--- src/rtl/cur_fetch_ctrl.sv ---
// rtl/cur_fetch_ctrl.sv - raster-order 8x8 current-block fetch scheduler; CUR_CTRL_STATS_EN adds stall/run counters
module cur_fetch_ctrl #(
    parameter  int FRAME_W  = 64,
    parameter  int FRAME_H  = 64,
    parameter  int ADDR_W   = 16,
    localparam int BLK_COLS = FRAME_W / 8,
    localparam int BLK_ROWS = FRAME_H / 8,
    localparam int BX_W     = (BLK_COLS > 1) ? $clog2(BLK_COLS) : 1,
    localparam int BY_W     = (BLK_ROWS > 1) ? $clog2(BLK_ROWS) : 1
) (
    input  logic              clk,
    input  logic              rst_n,
    input  logic              i_frame_start,
    input  logic [ADDR_W-1:0] i_frame_base,
    output logic              o_frame_busy,
    output logic              o_frame_done,
    output logic              o_mem_rd_en,
    output logic [ADDR_W-1:0] o_mem_addr,
    output logic              o_next_block,
    input  logic              i_need_cur,
    output logic              o_me_start,
    input  logic              i_me_done,
    output logic [BX_W-1:0]   o_blk_x,
    output logic [BY_W-1:0]   o_blk_y
`ifdef CUR_CTRL_STATS_EN
    ,
    output logic [15:0]       o_stall_cnt,
    output logic [31:0]       o_run_cnt
`endif
);

    localparam logic [BX_W-1:0] BX_LAST = BX_W'(BLK_COLS - 1);
    localparam logic [BY_W-1:0] BY_LAST = BY_W'(BLK_ROWS - 1);

    typedef enum logic [2:0] {
        S_IDLE,
        S_LOAD,
        S_SETTLE,
        S_RUN,
        S_DONE
    } state_t;

    state_t            r_state;
    logic [3:0]        r_beat;
    logic [ADDR_W-1:0] r_base;

    logic              w_wrap_x;
    logic              w_last_blk;
    logic [BX_W-1:0]   w_nx_x;
    logic [BY_W-1:0]   w_nx_y;
    logic              w_accept_done;

    // Even beat fetches pixels 0-3 of row beat>>1, odd beat pixels 4-7.
    function automatic logic [ADDR_W-1:0] f_addr(
        input logic [ADDR_W-1:0] base,
        input logic [BX_W-1:0]   bx,
        input logic [BY_W-1:0]   by,
        input logic [3:0]        beat
    );
        logic [ADDR_W-1:0] w_row;
        w_row = ADDR_W'(by) * ADDR_W'(8) + ADDR_W'(beat[3:1]);
        return base + w_row * ADDR_W'(FRAME_W / 4) + ADDR_W'(bx) * ADDR_W'(2) + ADDR_W'(beat[0]);
    endfunction

    always_comb begin
        w_wrap_x      = (o_blk_x == BX_LAST);
        w_last_blk    = w_wrap_x && (o_blk_y == BY_LAST);
        w_nx_x        = w_wrap_x ? '0 : o_blk_x + 1'b1;
        w_nx_y        = w_wrap_x ? o_blk_y + 1'b1 : o_blk_y;
        // A me_done coincident with me_start belongs to no block yet.
        w_accept_done = i_me_done && !o_me_start;
    end

    always_ff @(posedge clk or negedge rst_n) begin
        if (!rst_n) begin
            r_state      <= S_IDLE;
            r_beat       <= '0;
            r_base       <= '0;
            o_frame_busy <= 1'b0;
            o_frame_done <= 1'b0;
            o_mem_rd_en  <= 1'b0;
            o_mem_addr   <= '0;
            o_next_block <= 1'b0;
            o_me_start   <= 1'b0;
            o_blk_x      <= '0;
            o_blk_y      <= '0;
        end else begin
            o_next_block <= 1'b0;
            o_me_start   <= 1'b0;
            o_frame_done <= 1'b0;
            case (r_state)
                S_IDLE: begin
                    if (i_frame_start) begin
                        r_base       <= i_frame_base;
                        o_frame_busy <= 1'b1;
                        r_state      <= S_LOAD;
                        r_beat       <= '0;
                        o_blk_x      <= '0;
                        o_blk_y      <= '0;
                        o_mem_rd_en  <= 1'b1;
                        o_next_block <= 1'b1;
                        o_mem_addr   <= f_addr(i_frame_base, '0, '0, 4'd0);
                    end
                end
                S_LOAD: begin
                    if (r_beat == 4'd15) begin
                        r_state     <= S_SETTLE;
                        o_mem_rd_en <= 1'b0;
                    end else begin
                        r_beat     <= r_beat + 4'd1;
                        o_mem_addr <= f_addr(r_base, o_blk_x, o_blk_y, r_beat + 4'd1);
                    end
                end
                S_SETTLE: begin
                    if (!i_need_cur) begin
                        r_state    <= S_RUN;
                        o_me_start <= 1'b1;
                    end
                end
                S_RUN: begin
                    if (w_accept_done) begin
                        if (w_last_blk) begin
                            r_state      <= S_DONE;
                            o_frame_done <= 1'b1;
                            o_frame_busy <= 1'b0;
                            o_blk_x      <= '0;
                            o_blk_y      <= '0;
                        end else begin
                            r_state      <= S_LOAD;
                            r_beat       <= '0;
                            o_blk_x      <= w_nx_x;
                            o_blk_y      <= w_nx_y;
                            o_mem_rd_en  <= 1'b1;
                            o_next_block <= 1'b1;
                            o_mem_addr   <= f_addr(r_base, w_nx_x, w_nx_y, 4'd0);
                        end
                    end
                end
                S_DONE: begin
                    r_state <= S_IDLE;
                end
                default: begin
                    r_state <= S_IDLE;
                end
            endcase
        end
    end

`ifdef CUR_CTRL_STATS_EN
    always_ff @(posedge clk or negedge rst_n) begin
        if (!rst_n) begin
            o_stall_cnt <= '0;
            o_run_cnt   <= '0;
        end else if (r_state == S_IDLE && i_frame_start) begin
            o_stall_cnt <= '0;
            o_run_cnt   <= '0;
        end else begin
            if (r_state == S_SETTLE && i_need_cur && o_stall_cnt != '1) begin
                o_stall_cnt <= o_stall_cnt + 16'd1;
            end
            if (r_state == S_RUN && o_run_cnt != '1) begin
                o_run_cnt <= o_run_cnt + 32'd1;
            end
        end
    end
`endif

endmodule

--- config.mk ---
export PLATFORM = sky130hd
export DESIGN_NAME = cur_fetch_ctrl
export DESIGN_NICKNAME = d
export VERILOG_FILES = /design/src/rtl/cur_fetch_ctrl.sv
export SDC_FILE = /design/constraint.sdc
export NUM_CORES = 1
export LEC_CHECK = 0
export ABC_AREA = 0
export CORE_MARGIN = 4
export CORE_UTILIZATION = 57
export CTS_BUF_LIST = sky130_fd_sc_hd__clkbuf_4
export CTS_CLUSTER_SIZE = 24
export DETAILED_ROUTE_END_ITERATION = 7
export PLACE_DENSITY_LB_ADDON = 0.1
export SLEW_MARGIN = 0
export SYNTH_ARGS = -nofsm -noshare
export SYNTH_HDL_FRONTEND = slang
export SYNTH_SLANG_ARGS = --single-unit
--- constraint.sdc ---
create_clock -name clk -period 3.9 [get_ports clk]
set_input_delay 0.78 -clock clk [delete_from_list [all_inputs] [get_ports clk]]
set_output_delay 0.78 -clock clk [all_outputs]
set_load 0.05 [all_outputs]
[Word-level counts from Yosys, hierarchy flattened]
Cells that the tools add are included.
Operators by class
  equal/unequal tests: 13
  reductions and logical operators: 12
  mux-type cells: 42
  $add $sub $neg: 9
Operator list (number)
  2-to-1 mux 16 bit: 4
  case mux 16 bit (3 select lines): 1
  2-to-1 mux 3 bit: 12
  adder 16 x 4 -> 16 bit: 2
  adder 16 x 1 -> 16 bit: 1
  adder 16 x 10 -> 16 bit: 1
  adder 16 x 11 -> 16 bit: 1
  2-to-1 mux 4 bit: 4
  2-to-1 mux 1 bit: 14
  != test 2 bit (second input constant): 7
  case mux 3 bit (2 select lines): 2
  case mux 3 bit (4 select lines): 1
  case mux 4 bit (3 select lines): 1
  AND reduction 5 bit: 2
  AND reduction 4 bit: 2
  adder 6 x 3 -> 7 bit: 1
  adder 3 x 1 -> 3 bit (second input constant): 2
  == test 3 x 2 -> 1 bit (second input constant): 2
  == test 3 bit (second input constant): 2
  adder 4 x 1 -> 4 bit (second input constant): 1
  == test 4 bit (second input constant): 1
  case mux 1 bit (2 select lines): 2
  == test 3 x 1 -> 1 bit (second input constant): 1
  logical NOT 3 bit: 1
  other kinds (7): 8
Word-level totals
  input bits: 21
  output and inout bits: 27
  register bits after elaboration: 50

[Longest topological paths before layout]
  word-level depth: 7
  mapped depth: 11
  depth with buffers taken out: 11

[Worst setup path before layout]
Ideal clock, no wire load.
  path kind: register -> register
  start point: register o_blk_x[0]
  end point: register o_mem_addr[11]
  cell stages (with the launch flop): 12
  arrival: 2947 ps
  library setup time: 135 ps
  required time: 3765 ps
  path slack: 818 ps
  path through: dfrtp_1 -> ha_1 -> ha_1 -> buf_2 -> mux2_2 -> ha_1 -> a21o_1 -> a21o_1 -> o21ai_0 -> xnor2_1 -> a221oi_1 -> o22ai_1
On the way
  cells in the longest elaborated chain, start to end: 7
  elaborated cells on any way between the ends: 15
RTL lines
  start, declared: line 23  | output logic [BX_W-1:0] o_blk_x,
  start signal, assigned: line 131  | o_blk_x <= w_nx_x;
  == test 3 bit: line 66  | w_wrap_x = (o_blk_x == BX_LAST);
  2-to-1 mux 3 bit: line 69  | w_nx_y = w_wrap_x ? o_blk_y + 1'b1 : o_blk_y;
  adder 16 x 10 -> 16 bit: line 62  | return base + w_row * ADDR_W'(FRAME_W / 4) + ADDR_W'(bx) * ADDR_W'(2) + ADDR_W'(beat[0]);
  adder 16 x 4 -> 16 bit: line 62
  2-to-1 mux 16 bit: line 122  | if (w_last_blk) begin
  2-to-1 mux 16 bit: line 121  | if (w_accept_done) begin
  case mux 16 bit (3 select lines): line 91  | case (r_state)
  end signal, assigned: line 102  | o_mem_addr <= f_addr(i_frame_base, '0, '0, 4'd0);
  end signal, assigned: line 111  | o_mem_addr <= f_addr(r_base, o_blk_x, o_blk_y, r_beat + 4'd1);
  end signal, assigned: line 135  | o_mem_addr <= f_addr(r_base, w_nx_x, w_nx_y, 4'd0);
  end, declared: line 18  | output logic [ADDR_W-1:0] o_mem_addr,
Several ways; a longest one is shown, not always the timed one. The select of a mux whose other input is x is not followed.
A chain may end at the register's enable or synchronous reset.

[Worst setup path after layout]
Ends and elaborated chain as after synthesis.

==> run metrics <==
status=complete, no violations; GRT Max-Usage Layer=met1; n_diodes=0; Post-synth top cells=nand2_1, dfrtp_1, nor2_1; DRC viols=0; Slew headroom=0.338; Max VDD drop=roughly 0.56 mV; die height=around 84 um; placed insts=487; Routed WL per cell=between 15 and 20 um; Top FF cell, synth=dfrtp_1; Worst setup startpoint=o_blk_x[0]; crit path buf inv count=0; synth top area cells=dfrtp_1, nand2_1, ha_1; Setup CP Type=register to register; Worst path max stage delay=~0.5 ns; xor/xnor share of the synthesized area=0.0658; Worst Slack Setup Final=~0.85 ns; # rows=27; PostCTS Resize Cnt=0; pre-CTS setup slack=between 0.8 and 0.9 ns; Post-CTS Hold Buffers=0; Fin Setup TNS=0 ns; mux cell area share after synthesis=0.0222; Pwr Density=~850 nW/um^2; CTS H-tree lvls=2; Hold Slack=around 0.33 ns; Lkg Pwr=between 1.5 and 2 nW; First DRT Iteration DRCs=between 200 and 250; period utilisation layout=0.782; Routed WL=between 8 and 9 mm; largest family of logic cells by synthesized area=simple AND/OR/NAND/NOR gates; Clock Sinks=50; Mapped Area=3330 um^2; DP Wirelength=6.62 mm; CP Data Arrival Time=between 3 and 4 ns; initial antenna violation count=0; Top delay family on crit path=compound AO/OA/AOI/OAI gates; worst slew pin tran=a little under 1 ns; # Post-CTS Setup Buffers=0; fill cell count=between 400 and 500; FF+latch count, synth=50; largest net degree at the start of global routing=31; initial core utilization=0.597; synth unique cells=55; part of the Yosys area used for sequential elements=0.376; Most common cell on crit path=ha_1; Reg2Reg Setup Slack=0.85 ns; First-pass DRT Iterations=5; Ys Warns=0; Post-Syn Area per Cell=8.71 um^2; startpoint class of the critical path=register; WP depth=10; fraction of final layout cells sized beyond drive strength 1=0.0592; area leader, netlist=dfrtp_1; R2R Path End=o_mem_addr[11]; final cell count without fillers=a little under 500; final setup violation count=0; gr usage total=0.259; reg2reg start=o_blk_x[0]; met2 Use GR=0.390; grt ovf=0; # IOs=48; root buf cell=clkbuf_4; final hold violations=0; simple-gate portion of the synthesized area=0.210; crit-path cells=ha_1, ha_1, mux2_2, ha_1, a21o_1, a21o_1, o21ai_0, xnor2_1, a221oi_1, o22ai_1; Critical-path top delay cell=dfrtp_1; worst reg2reg path depth=10; P&R area growth vs syn=16.5%; first-pass GRT wire length=approximately 15 mm; NumNets Final=467; CP Capture Type=register; largest fanout on the critical path=9; Synth Area in Compound Gates=0.199; crit path capture=o_mem_addr[11]; clk_lat worst skew=0.38 ns; EDFF count, synth=0; Post-synth ARST share=1.00; area of the multi-input gates=1970 um^2; Final min period=around 3.1 ns; TritonCTS clock tree=built; most frequent cell after synthesis=nand2_1; RSZ-0062 raised after global routing=false; Max-cap violations=0; Hold/Removal Path Class=input port to asynchronous set/reset pin; Worst-path clk slew=about 0.16 ns; CTS buffer count=5; IO buf count=47; highest clock rate=0.328 GHz; clock skew=between 0.01 and 0.015 ns; syn nets=between 400 and 500; GPL Wtd Cong=0.906; Final ANT Viol Nets=0; FF/Latch Area=~1300 um^2; Cells after Synth=around 380; Yosys top cell area share=0.376; post-synthesis adder-cell area fraction=0.0947; Critical Path RT=between 4 and 5 ns; Die Wd=~84 um; met1 GRT Util=0.391; final core area utilization=0.696; pins over their slew limit=0; vias in the first global route=approximately 2900; M3 GR Usage=0.0383; Vias/cell=~6; CORE AREA=between 5000 and 6000 um^2; CTS max path bufs=2; die area=between 7000 and 8000 um^2; number of vias after detailed routing=2996
## registers in the layout, indices dropped and copies added, names as in the netlist
name and count:
o_blk_x 3, o_blk_y 3, o_frame_busy 1, o_frame_done 1, o_me_start 1, o_mem_addr 16, o_mem_rd_en 1, o_next_block 1
r_base 16, r_beat 4, r_state 3
## kinds of logic (layout without fill, tap and decap cells)
group,count (synthesis),count (layout)
multiplexers,7,7
AND/OR/NAND/NOR,153,153
AO/OA/AOI/OAI,99,99
flip-flops,50,50
XOR/XNOR,25,25
buffers and inverters,24,64
adder cells (fa/ha/maj),24,24
## per-layer routing
metal  wire (um)  vias up
li1            -     1441
met1        4270     1443
met2        3970       99
met3         517       13
met4         136        0
met5           0        -
## how the worst min path moves through the flow
| stage | from | end | slack, ns | depth (start not counted) |
|---|---|---|---|---|
| detailed placement | o_mem_addr[0] | o_mem_addr[0] | 0.48 | 2 |
| CTS | rst_n | r_base[6] | 0.35 | 1 |
| global route | rst_n | o_mem_addr[0] | 0.36 | 1 |
| floorplan | r_base[0] | r_base[0] | 0.47 | 2 |
| finish | rst_n | o_mem_addr[0] | 0.33 | 1 |
| global placement | o_mem_addr[1] | o_mem_addr[1] | 0.46 | 2 |
## power breakdown
group	total, mW	switching, mW	internal (mW)
clock network	0.242	0.175	0.0669
logic	2.07	1.28	0.790
registers	0.992	0.256	0.736
## placed cells by master, fill, tap and decap left out, types with 2 or more instances in the layout
| cell | instances |
|---|---|
| nor2_1 | 26 |
| o211ai_1 | 7 |
| a22o_1 | 3 |
| fa_1 | 2 |
| a21oi_1 | 24 |
| inv_1 | 7 |
| mux2_2 | 3 |
| o22ai_1 | 3 |
| a31oi_1 | 3 |
| o21ai_0 | 25 |
| nand3_1 | 14 |
| o21ai_1 | 2 |
| clkinvlp_4 | 2 |
| mux2i_1 | 4 |
| and3_1 | 6 |
| a21o_1 | 5 |
| buf_4 | 3 |
| nor2b_1 | 2 |
| a32oi_1 | 2 |
| dfrtp_1 | 50 |
| o21bai_1 | 4 |
| xnor2_1 | 13 |
| nor3_1 | 10 |
| a22oi_1 | 2 |
| nand2_1 | 77 |
| nand2_2 | 2 |
| clkdlybuf4s50_1 | 46 |
| a211oi_1 | 2 |
| o31ai_1 | 2 |
| clkbuf_4 | 5 |
| or3_1 | 3 |
| xor2_1 | 12 |
| nor4_1 | 2 |
| ha_1 | 22 |
| a221oi_1 | 4 |
| nand2b_1 | 3 |
## final cells by class
cell class,count,area share
repair buffers,50,0.126
flip-flops and latches,50,0.323
inverters,7,0.00678
multi-input cells,308,0.508
clock buffers,5,0.00968
clock inverters,2,0.00387
well taps,72,0.0232
## per-stage QoR
step / cell area, um^2 / power [mW]
6_report: 3880 / 3.30
5_1_grt: 3880 / 3.56
4_1_cts: 3880 / 3.29
3_5_place_dp: 3820 / 3.05
3_3_place_gp: 3820 / 2.99
2_1_floorplan: 3330 / 2.47
Power figures use the tool's default switching activity.
